## src/rtl/id_ex_pipe_reg_if.sv

```systemverilog
// Decode-to-execute bundle: D-stage fields and hazard controls flow into
// the pipeline register, E-stage copies flow out. The perf counters exist
// only when IDEX_PERF_EN is defined.
interface id_ex_pipe_reg_if #(
   parameter int XLEN      = 32,
   parameter int ALUCTRL_W = 4
);
   logic                 StallE;
   logic                 FlushE;
   logic                 ValidD;
   logic                 RegWriteD;
   logic [1:0]           ResultSrcD;
   logic                 MemWriteD;
   logic                 BranchD;
   logic                 JumpD;
   logic                 ALUSrcD;
   logic                 SrcAsrcD;
   logic                 jumpRegD;
   logic [ALUCTRL_W-1:0] ALUControlD;
   logic [2:0]           funct3D;
   logic [XLEN-1:0]      RD1D, RD2D, PCD, PCPlus4D, ImmExtD;
   logic [4:0]           Rs1D, Rs2D, RdD;

   logic                 ValidE;
   logic                 RegWriteE;
   logic [1:0]           ResultSrcE;
   logic                 MemWriteE;
   logic                 BranchE;
   logic                 JumpE;
   logic                 ALUSrcE;
   logic                 SrcAsrcE;
   logic                 jumpRegE;
   logic [ALUCTRL_W-1:0] ALUControlE;
   logic [2:0]           funct3E;
   logic [XLEN-1:0]      RD1E, RD2E, PCE, PCPlus4E, ImmExtE;
   logic [4:0]           Rs1E, Rs2E, RdE;
`ifdef IDEX_PERF_EN
   logic [31:0]          BubbleCntE;
   logic [31:0]          StallCntE;
`endif

   // Decode side / hazard unit: drives D fields and stall/flush.
   modport master (
      output StallE, FlushE, ValidD, RegWriteD, ResultSrcD, MemWriteD, BranchD,
             JumpD, ALUSrcD, SrcAsrcD, jumpRegD, ALUControlD, funct3D,
             RD1D, RD2D, PCD, PCPlus4D, ImmExtD, Rs1D, Rs2D, RdD,
      input  ValidE, RegWriteE, ResultSrcE, MemWriteE, BranchE, JumpE,
             ALUSrcE, SrcAsrcE, jumpRegE, ALUControlE, funct3E,
             RD1E, RD2E, PCE, PCPlus4E, ImmExtE, Rs1E, Rs2E, RdE
`ifdef IDEX_PERF_EN
      , input BubbleCntE, StallCntE
`endif
   );

   // Pipeline register side.
   modport slave (
      input  StallE, FlushE, ValidD, RegWriteD, ResultSrcD, MemWriteD, BranchD,
             JumpD, ALUSrcD, SrcAsrcD, jumpRegD, ALUControlD, funct3D,
             RD1D, RD2D, PCD, PCPlus4D, ImmExtD, Rs1D, Rs2D, RdD,
      output ValidE, RegWriteE, ResultSrcE, MemWriteE, BranchE, JumpE,
             ALUSrcE, SrcAsrcE, jumpRegE, ALUControlE, funct3E,
             RD1E, RD2E, PCE, PCPlus4E, ImmExtE, Rs1E, Rs2E, RdE
`ifdef IDEX_PERF_EN
      , output BubbleCntE, StallCntE
`endif
   );
endinterface

```

## src/rtl/id_ex_pipe_reg.sv

```systemverilog
// ID/EX pipeline register of the 5-stage RV32I core.
// Flush inserts an all-zero bubble (wins over stall), stall holds, otherwise
// the D-stage fields are captured. All outputs come straight from flops.
// Optional macro IDEX_PERF_EN adds saturating bubble/stall edge counters.
module id_ex_pipe_reg #(
   parameter int XLEN      = 32,
   parameter int ALUCTRL_W = 4
) (
   input  logic             clk,
   input  logic             rst_n,
   id_ex_pipe_reg_if.slave  bus
);
   typedef struct packed {
      logic                 valid;
      logic                 reg_write;
      logic [1:0]           result_src;
      logic                 mem_write;
      logic                 branch;
      logic                 jump;
      logic                 alu_src;
      logic                 src_a_src;
      logic                 jump_reg;
      logic [ALUCTRL_W-1:0] alu_control;
      logic [2:0]           funct3;
      logic [XLEN-1:0]      rd1;
      logic [XLEN-1:0]      rd2;
      logic [XLEN-1:0]      pc;
      logic [XLEN-1:0]      pc_plus4;
      logic [XLEN-1:0]      imm_ext;
      logic [4:0]           rs1;
      logic [4:0]           rs2;
      logic [4:0]           rd;
   } entry_t;

   entry_t entry_in_s;
   entry_t entry_d;
   entry_t entry_q;

   // Gather the D-stage fields into one record.
   always_comb begin
      entry_in_s             = '0;
      entry_in_s.valid       = bus.ValidD;
      entry_in_s.reg_write   = bus.RegWriteD;
      entry_in_s.result_src  = bus.ResultSrcD;
      entry_in_s.mem_write   = bus.MemWriteD;
      entry_in_s.branch      = bus.BranchD;
      entry_in_s.jump        = bus.JumpD;
      entry_in_s.alu_src     = bus.ALUSrcD;
      entry_in_s.src_a_src   = bus.SrcAsrcD;
      entry_in_s.jump_reg    = bus.jumpRegD;
      entry_in_s.alu_control = bus.ALUControlD;
      entry_in_s.funct3      = bus.funct3D;
      entry_in_s.rd1         = bus.RD1D;
      entry_in_s.rd2         = bus.RD2D;
      entry_in_s.pc          = bus.PCD;
      entry_in_s.pc_plus4    = bus.PCPlus4D;
      entry_in_s.imm_ext     = bus.ImmExtD;
      entry_in_s.rs1         = bus.Rs1D;
      entry_in_s.rs2         = bus.Rs2D;
      entry_in_s.rd          = bus.RdD;
   end

   // Next-entry select: flush beats stall, stall beats capture.
   always_comb begin
      entry_d = entry_q;
      if (bus.FlushE) begin
         entry_d = '0;
      end else if (bus.StallE) begin
         entry_d = entry_q;
      end else begin
         entry_d = entry_in_s;
      end
   end

   // E-stage entry register, cleared asynchronously.
   always_ff @(posedge clk or negedge rst_n) begin
      if (!rst_n) begin
         entry_q <= '0;
      end else begin
         entry_q <= entry_d;
      end
   end

   assign bus.ValidE      = entry_q.valid;
   assign bus.RegWriteE   = entry_q.reg_write;
   assign bus.ResultSrcE  = entry_q.result_src;
   assign bus.MemWriteE   = entry_q.mem_write;
   assign bus.BranchE     = entry_q.branch;
   assign bus.JumpE       = entry_q.jump;
   assign bus.ALUSrcE     = entry_q.alu_src;
   assign bus.SrcAsrcE    = entry_q.src_a_src;
   assign bus.jumpRegE    = entry_q.jump_reg;
   assign bus.ALUControlE = entry_q.alu_control;
   assign bus.funct3E     = entry_q.funct3;
   assign bus.RD1E        = entry_q.rd1;
   assign bus.RD2E        = entry_q.rd2;
   assign bus.PCE         = entry_q.pc;
   assign bus.PCPlus4E    = entry_q.pc_plus4;
   assign bus.ImmExtE     = entry_q.imm_ext;
   assign bus.Rs1E        = entry_q.rs1;
   assign bus.Rs2E        = entry_q.rs2;
   assign bus.RdE         = entry_q.rd;

`ifdef IDEX_PERF_EN
   logic [31:0] bubble_cnt_d, bubble_cnt_q;
   logic [31:0] stall_cnt_d, stall_cnt_q;

   function automatic logic [31:0] sat_inc(input logic [31:0] v);
      if (v == 32'hFFFF_FFFF) begin
         return v;
      end else begin
         return v + 32'd1;
      end
   endfunction

   // Count flush edges and stall-only edges, saturating at all-ones.
   always_comb begin
      bubble_cnt_d = bubble_cnt_q;
      stall_cnt_d  = stall_cnt_q;
      if (bus.FlushE) begin
         bubble_cnt_d = sat_inc(bubble_cnt_q);
      end else if (bus.StallE) begin
         stall_cnt_d = sat_inc(stall_cnt_q);
      end else begin
         stall_cnt_d = stall_cnt_q;
      end
   end

   // Counter registers, cleared asynchronously.
   always_ff @(posedge clk or negedge rst_n) begin
      if (!rst_n) begin
         bubble_cnt_q <= 32'd0;
         stall_cnt_q  <= 32'd0;
      end else begin
         bubble_cnt_q <= bubble_cnt_d;
         stall_cnt_q  <= stall_cnt_d;
      end
   end

   assign bus.BubbleCntE = bubble_cnt_q;
   assign bus.StallCntE  = stall_cnt_q;
`endif
endmodule

```

## src/flat_wrapper.sv

```systemverilog
// flat-port wrapper written by rule: the top's interface ports become plain ports
module id_ex_pipe_reg_flat 
#(
   parameter int XLEN      = 32,
   parameter int ALUCTRL_W = 4
)
  (clk, rst_n, bus_StallE, bus_FlushE, bus_ValidD, bus_RegWriteD, bus_ResultSrcD, bus_MemWriteD, bus_BranchD, bus_JumpD, bus_ALUSrcD, bus_SrcAsrcD, bus_jumpRegD, bus_ALUControlD, bus_funct3D, bus_RD1D, bus_RD2D, bus_PCD, bus_PCPlus4D, bus_ImmExtD, bus_Rs1D, bus_Rs2D, bus_RdD, bus_ValidE, bus_RegWriteE, bus_ResultSrcE, bus_MemWriteE, bus_BranchE, bus_JumpE, bus_ALUSrcE, bus_SrcAsrcE, bus_jumpRegE, bus_ALUControlE, bus_funct3E, bus_RD1E, bus_RD2E, bus_PCE, bus_PCPlus4E, bus_ImmExtE, bus_Rs1E, bus_Rs2E, bus_RdE);
  id_ex_pipe_reg_if #(.XLEN(XLEN), .ALUCTRL_W(ALUCTRL_W)) bus_i ();
  input  logic clk;
  input  logic rst_n;
  input wire logic [$bits(bus_i.StallE)-1:0] bus_StallE;
  input wire logic [$bits(bus_i.FlushE)-1:0] bus_FlushE;
  input wire logic [$bits(bus_i.ValidD)-1:0] bus_ValidD;
  input wire logic [$bits(bus_i.RegWriteD)-1:0] bus_RegWriteD;
  input wire logic [$bits(bus_i.ResultSrcD)-1:0] bus_ResultSrcD;
  input wire logic [$bits(bus_i.MemWriteD)-1:0] bus_MemWriteD;
  input wire logic [$bits(bus_i.BranchD)-1:0] bus_BranchD;
  input wire logic [$bits(bus_i.JumpD)-1:0] bus_JumpD;
  input wire logic [$bits(bus_i.ALUSrcD)-1:0] bus_ALUSrcD;
  input wire logic [$bits(bus_i.SrcAsrcD)-1:0] bus_SrcAsrcD;
  input wire logic [$bits(bus_i.jumpRegD)-1:0] bus_jumpRegD;
  input wire logic [$bits(bus_i.ALUControlD)-1:0] bus_ALUControlD;
  input wire logic [$bits(bus_i.funct3D)-1:0] bus_funct3D;
  input wire logic [$bits(bus_i.RD1D)-1:0] bus_RD1D;
  input wire logic [$bits(bus_i.RD2D)-1:0] bus_RD2D;
  input wire logic [$bits(bus_i.PCD)-1:0] bus_PCD;
  input wire logic [$bits(bus_i.PCPlus4D)-1:0] bus_PCPlus4D;
  input wire logic [$bits(bus_i.ImmExtD)-1:0] bus_ImmExtD;
  input wire logic [$bits(bus_i.Rs1D)-1:0] bus_Rs1D;
  input wire logic [$bits(bus_i.Rs2D)-1:0] bus_Rs2D;
  input wire logic [$bits(bus_i.RdD)-1:0] bus_RdD;
  output wire logic [$bits(bus_i.ValidE)-1:0] bus_ValidE;
  output wire logic [$bits(bus_i.RegWriteE)-1:0] bus_RegWriteE;
  output wire logic [$bits(bus_i.ResultSrcE)-1:0] bus_ResultSrcE;
  output wire logic [$bits(bus_i.MemWriteE)-1:0] bus_MemWriteE;
  output wire logic [$bits(bus_i.BranchE)-1:0] bus_BranchE;
  output wire logic [$bits(bus_i.JumpE)-1:0] bus_JumpE;
  output wire logic [$bits(bus_i.ALUSrcE)-1:0] bus_ALUSrcE;
  output wire logic [$bits(bus_i.SrcAsrcE)-1:0] bus_SrcAsrcE;
  output wire logic [$bits(bus_i.jumpRegE)-1:0] bus_jumpRegE;
  output wire logic [$bits(bus_i.ALUControlE)-1:0] bus_ALUControlE;
  output wire logic [$bits(bus_i.funct3E)-1:0] bus_funct3E;
  output wire logic [$bits(bus_i.RD1E)-1:0] bus_RD1E;
  output wire logic [$bits(bus_i.RD2E)-1:0] bus_RD2E;
  output wire logic [$bits(bus_i.PCE)-1:0] bus_PCE;
  output wire logic [$bits(bus_i.PCPlus4E)-1:0] bus_PCPlus4E;
  output wire logic [$bits(bus_i.ImmExtE)-1:0] bus_ImmExtE;
  output wire logic [$bits(bus_i.Rs1E)-1:0] bus_Rs1E;
  output wire logic [$bits(bus_i.Rs2E)-1:0] bus_Rs2E;
  output wire logic [$bits(bus_i.RdE)-1:0] bus_RdE;
  assign bus_i.StallE = bus_StallE;
  assign bus_i.FlushE = bus_FlushE;
  assign bus_i.ValidD = bus_ValidD;
  assign bus_i.RegWriteD = bus_RegWriteD;
  assign bus_i.ResultSrcD = bus_ResultSrcD;
  assign bus_i.MemWriteD = bus_MemWriteD;
  assign bus_i.BranchD = bus_BranchD;
  assign bus_i.JumpD = bus_JumpD;
  assign bus_i.ALUSrcD = bus_ALUSrcD;
  assign bus_i.SrcAsrcD = bus_SrcAsrcD;
  assign bus_i.jumpRegD = bus_jumpRegD;
  assign bus_i.ALUControlD = bus_ALUControlD;
  assign bus_i.funct3D = bus_funct3D;
  assign bus_i.RD1D = bus_RD1D;
  assign bus_i.RD2D = bus_RD2D;
  assign bus_i.PCD = bus_PCD;
  assign bus_i.PCPlus4D = bus_PCPlus4D;
  assign bus_i.ImmExtD = bus_ImmExtD;
  assign bus_i.Rs1D = bus_Rs1D;
  assign bus_i.Rs2D = bus_Rs2D;
  assign bus_i.RdD = bus_RdD;
  assign bus_ValidE = bus_i.ValidE;
  assign bus_RegWriteE = bus_i.RegWriteE;
  assign bus_ResultSrcE = bus_i.ResultSrcE;
  assign bus_MemWriteE = bus_i.MemWriteE;
  assign bus_BranchE = bus_i.BranchE;
  assign bus_JumpE = bus_i.JumpE;
  assign bus_ALUSrcE = bus_i.ALUSrcE;
  assign bus_SrcAsrcE = bus_i.SrcAsrcE;
  assign bus_jumpRegE = bus_i.jumpRegE;
  assign bus_ALUControlE = bus_i.ALUControlE;
  assign bus_funct3E = bus_i.funct3E;
  assign bus_RD1E = bus_i.RD1E;
  assign bus_RD2E = bus_i.RD2E;
  assign bus_PCE = bus_i.PCE;
  assign bus_PCPlus4E = bus_i.PCPlus4E;
  assign bus_ImmExtE = bus_i.ImmExtE;
  assign bus_Rs1E = bus_i.Rs1E;
  assign bus_Rs2E = bus_i.Rs2E;
  assign bus_RdE = bus_i.RdE;
  id_ex_pipe_reg #(.XLEN(XLEN), .ALUCTRL_W(ALUCTRL_W)) u_core (.clk(clk), .rst_n(rst_n), .bus(bus_i));
endmodule
```

## config.mk

```make
export PLATFORM = sky130hd
export DESIGN_NAME = id_ex_pipe_reg_flat
export DESIGN_NICKNAME = d
export VERILOG_FILES = /design/src/rtl/id_ex_pipe_reg_if.sv /design/src/rtl/id_ex_pipe_reg.sv /design/src/flat_wrapper.sv
export SDC_FILE = /design/constraint.sdc
export NUM_CORES = 1
export LEC_CHECK = 0
export CORE_AREA = 3 3 151 153
export CTS_BUF_LIST = sky130_fd_sc_hd__clkbuf_8 sky130_fd_sc_hd__clkbuf_16
export CTS_CLUSTER_DIAMETER = 60
export DETAILED_ROUTE_END_ITERATION = 6
export DIE_AREA = 0 0 154 156
export GPL_TIMING_DRIVEN = 0
export HOLD_SLACK_MARGIN = 0.15
export PLACE_DENSITY_LB_ADDON = 0.12
export SYNTH_ARGS = -nofsm -noshare
export SYNTH_HDL_FRONTEND = slang
export SYNTH_SLANG_ARGS = --single-unit
```

## constraint.sdc

```tcl
create_clock -name clk -period 1.8 [get_ports clk]
set_input_delay 0.36 -clock clk [delete_from_list [all_inputs] [get_ports clk]]
set_output_delay 0.36 -clock clk [all_outputs]
set_load 0.05 [all_outputs]
```

==> key figures <==
Synthesis
  – Syn. warnings: 0
  – Adder-Cell Fraction of Synth Area: 0%
  – Synth Instances: 619
  – Distinct cells, synth: 7
  – Simple-gate area share of the yosys netlist: 9.05%
  – Net Count, Synth: a little over 800
  – Mean post-synth cell area: ~13 um^2
  – FF+latch count, synth: 192
  – Register area share after synthesis: between 60% and 70%
  – Synth Area in XOR/XNOR: 0%
  – Top cell type by total area after synthesis: dfrtp_1
  – Multiplexer fraction of the synthesized cell area: 24.1%
  – Yosys top cell area share: 60.3%
  – Mapped cell area: about 8000 um^2
  – Largest family of logic cells by synthesized area: multiplexers
  – Top cells by area, synth: dfrtp_1, mux2i_1, nor2_1
  – Post-synthesis compound-gate area fraction: 0%

Timing
  – Final Max Slew Viols: 0
  – Slew @ Worst Pin: a little under 0.7 ns
  – Max Freq: 0.575 GHz
  – Min Tclk post-route: between 1.5 and 2 ns
  – RSZ-0062 raised after global routing: no
  – Crit share post-route: 96.6%
  – Worst slew margin: ~55%
  – Final setup vio count: 0
  – Final Skew: 0 ns
  – Setup TNS: 0 ns
  – Final hold vios: 0

Routing
  – WL met2: approximately 12 mm
  – WL met3: roughly 2.3 mm
  – WL per Instance: 18.1 um
  – Vias per Instance: roughly 4.5
  – DRT antenna net count: 0
  – Via count of the routed design: between 5000 and 6000
  – Final wirelength: ~24 mm
  – Drt drc: 0
  – Metal-1 WL: between 9 and 10 mm
  – Top sig layer: met5
  – DR iter-0 viols: approximately 240
  – DRT Pass-1 Iters: 4

Clock network
  – Setup bufs post-CTS: 0
  – Clock sink count: between 150 and 200
  – Num CTS Buffers: 17
  – CTS HTree Levels: 4
  – Clock insertion delay at the later pin of the skew report: approximately 0.41 ns
  – CTS tree: yes
  – Clock slew at reported path FFs: ~0.070 ns
  – Clock buffer depth: 2
  – Clk root buf: clkbuf_16

Worst setup path
  – Max FO, Critical Path: 2
  – Buf/Inv on CP: 1
  – Class of the most critical setup path: reg2out
  – CP Capture Type: primary output
  – WP data required: 1.44 ns
  – CP max-delay cell: dlygate4sd2_1
  – CP arrival: roughly 1.4 ns
  – Startpoint types: register
  – Slowest stage delay, CP: 0.60 ns
  – Kind of cell adding the most delay to the critical path: buffers and inverters
  – Crit path cell chain: dlygate4sd2_1

Floorplanning
  – Die area: 24000 um^2
  – Die height: 156 um
  – Initial core utilization: a little under two fifths
  – Core area: between 20000 and 25000 um^2
  – Chip width: around 150 um
  – Io pins: around 390
  – Num rows: 54

Final layout
  – Layout fillers: between 1500 and 2000
  – Share of cells above drive strength 1: under 10%
  – P&R area growth vs syn: 57.5%
  – FF/Latch Area: a little under 5000 um^2
  – Layout Nets: around 1200
  – Fin util: around 58%
  – Multi-input logic area: 2640 um^2
  – Final Cell Area: around 13000 um^2
  – Ant. Diodes: 0

Global route
  – Vias in the first global route: between 6000 and 7000
  – Initial antenna violation count: 2
  – Pin count of the biggest net entering global routing: between 100 and 150
  – First-pass GRT wire length: approximately 36 mm
  – GRT overflow: 0
  – Total GRT Usage: 19.4%

Power and ir drop
  – Max VDD drop: between 700 and 800 uV
  – PwrDens: around 860 nW/um^2
  – Pwr Total: 10800 uW
  – Leak pwr: 0.00675 uW

Placement
  – Dpl hpwl: between 15 and 20 mm
  – Placed cell area: 12200 um^2
  – Port buffer count: 385
  – RD Place Congestion: between 0.7 and 0.8

Run
  – MaxCap Viol Count: 0

Min path
  – Hold crit path type: in2reg

Run status
  – Status: finished, final reports clean
==> sequential cells by signal, summed over array words and instances, names as in the netlist, 2 cells and up <==
name	cells
u_core.bus.RD1E	32
u_core.bus.RdE	5
u_core.bus.ALUControlE	4
u_core.bus.Rs2E	5
u_core.bus.funct3E	3
u_core.bus.ResultSrcE	2
u_core.bus.PCPlus4E	32
u_core.bus.Rs1E	5
u_core.bus.RD2E	32
u_core.bus.ImmExtE	32
u_core.bus.PCE	32
==> synthesized netlist by cell type <==
cell type  number
buf_2          16
clkbuf_1        5
buf_12         20
dfrtp_1       192
nor2_1        192
mux2i_1       192
buf_4           2
==> layout by cell type, fill, tap and decap left out <==
cell type / n
buf_12: 20
buf_16: 1
buf_2: 16
buf_4: 2
buf_8: 1
clkbuf_1: 5
clkbuf_16: 17
clkbuf_8: 2
clkdlybuf4s15_1: 1
clkdlybuf4s50_1: 192
clkinv_2: 1
clkinv_4: 6
clkinvlp_4: 1
dfrtp_1: 192
dlygate4sd2_1: 191
dlygate4sd3_1: 1
inv_6: 1
inv_8: 4
mux2i_1: 192
nor2_1: 192
==> cell families (layout without fill, tap and decap cells) <==
| logic type | count (synthesis) | after routing |
|---|---|---|
| buffers and inverters | 43 | 462 |
| DFF | 192 | 192 |
| and+or+nand+nor | 192 | 192 |
| muxes | 192 | 192 |
==> area by class of cell <==
cell class	count	area share, %
flip-flops and latches	192	38.3
multi-input cells	384	21.1
repair buffers	387	29.2
clock inverters	13	0.948
well taps	280	2.79
plain buffers	43	4.10
clock buffers	19	3.61
==> layer usage <==
| metal | vias to the layer above | global-route usage, % |
|---|---|---|
| li1 | 2856 | - |
| met1 | 2856 | 22.9 |
| met2 | 240 | 32.7 |
| met3 | 24 | 8.49 |
| met4 | 4 | 5.26 |
| met5 | - | 0 |
==> report_power, final <==
| part | switching (uW) | leakage, uW | internal (uW) |
|---|---|---|---|
| combinational | 1510 | 0.00392 | 947 |
| sequential | 120 | 0.00255 | 4550 |
| clock | 1800 | 0.000281 | 1900 |
==> worst paths after layout <==
path | cells past startpoint | slack (ns) | to | from
worst max register to register | 2 | 1.07 | u_core.bus.PCE[6] | u_core.bus.PCE[6]
worst max-delay path | 1 | 0.06 | bus_ImmExtE[2] | u_core.bus.ImmExtE[2]
min in group asynchronous | 2 | 0.48 | u_core.bus.RD1E[13] | rst_n
worst min-delay path | 2 | 0.32 | u_core.bus.ResultSrcE[1] | bus_FlushE
worst min register to register | 2 | 0.51 | u_core.bus.RD2E[16] | u_core.bus.RD2E[16]
max in group asynchronous | 3 | 0.32 | u_core.bus.RD1E[6] | rst_n
==> stage by stage <==
step | instances | hold slack, ns | setup slack, ns
floorplan | 619 | 0.0644 | 0.660
global placement | 1284 | 0.501 | -8.10
detailed placement | 1285 | 0.400 | 0.186
CTS | 1318 | 0.317 | 0.0169
global route | 1318 | 0.359 | 0.00591
finish | 1318 | 0.325 | 0.0606
==> repair_timing <==
| item | 4_1_cts | 5_1_grt |
|---|---|---|
| cloned | 0 | 0 |
| hold buffers | 1 | 0 |
| gates resized for setup | 192 | 1 |
| hold endpoints to repair | 82 | 0 |
| setup endpoints to repair | 192 | 1 |
==> worst reg2reg max path: cells and delay by family, from the launching register on <==
family	cells	cell delay, ns
mux	1	0.16
flops	1	0.40
simple gates	1	0.05
No activity file was read; power rests on OpenSTA's default activity.
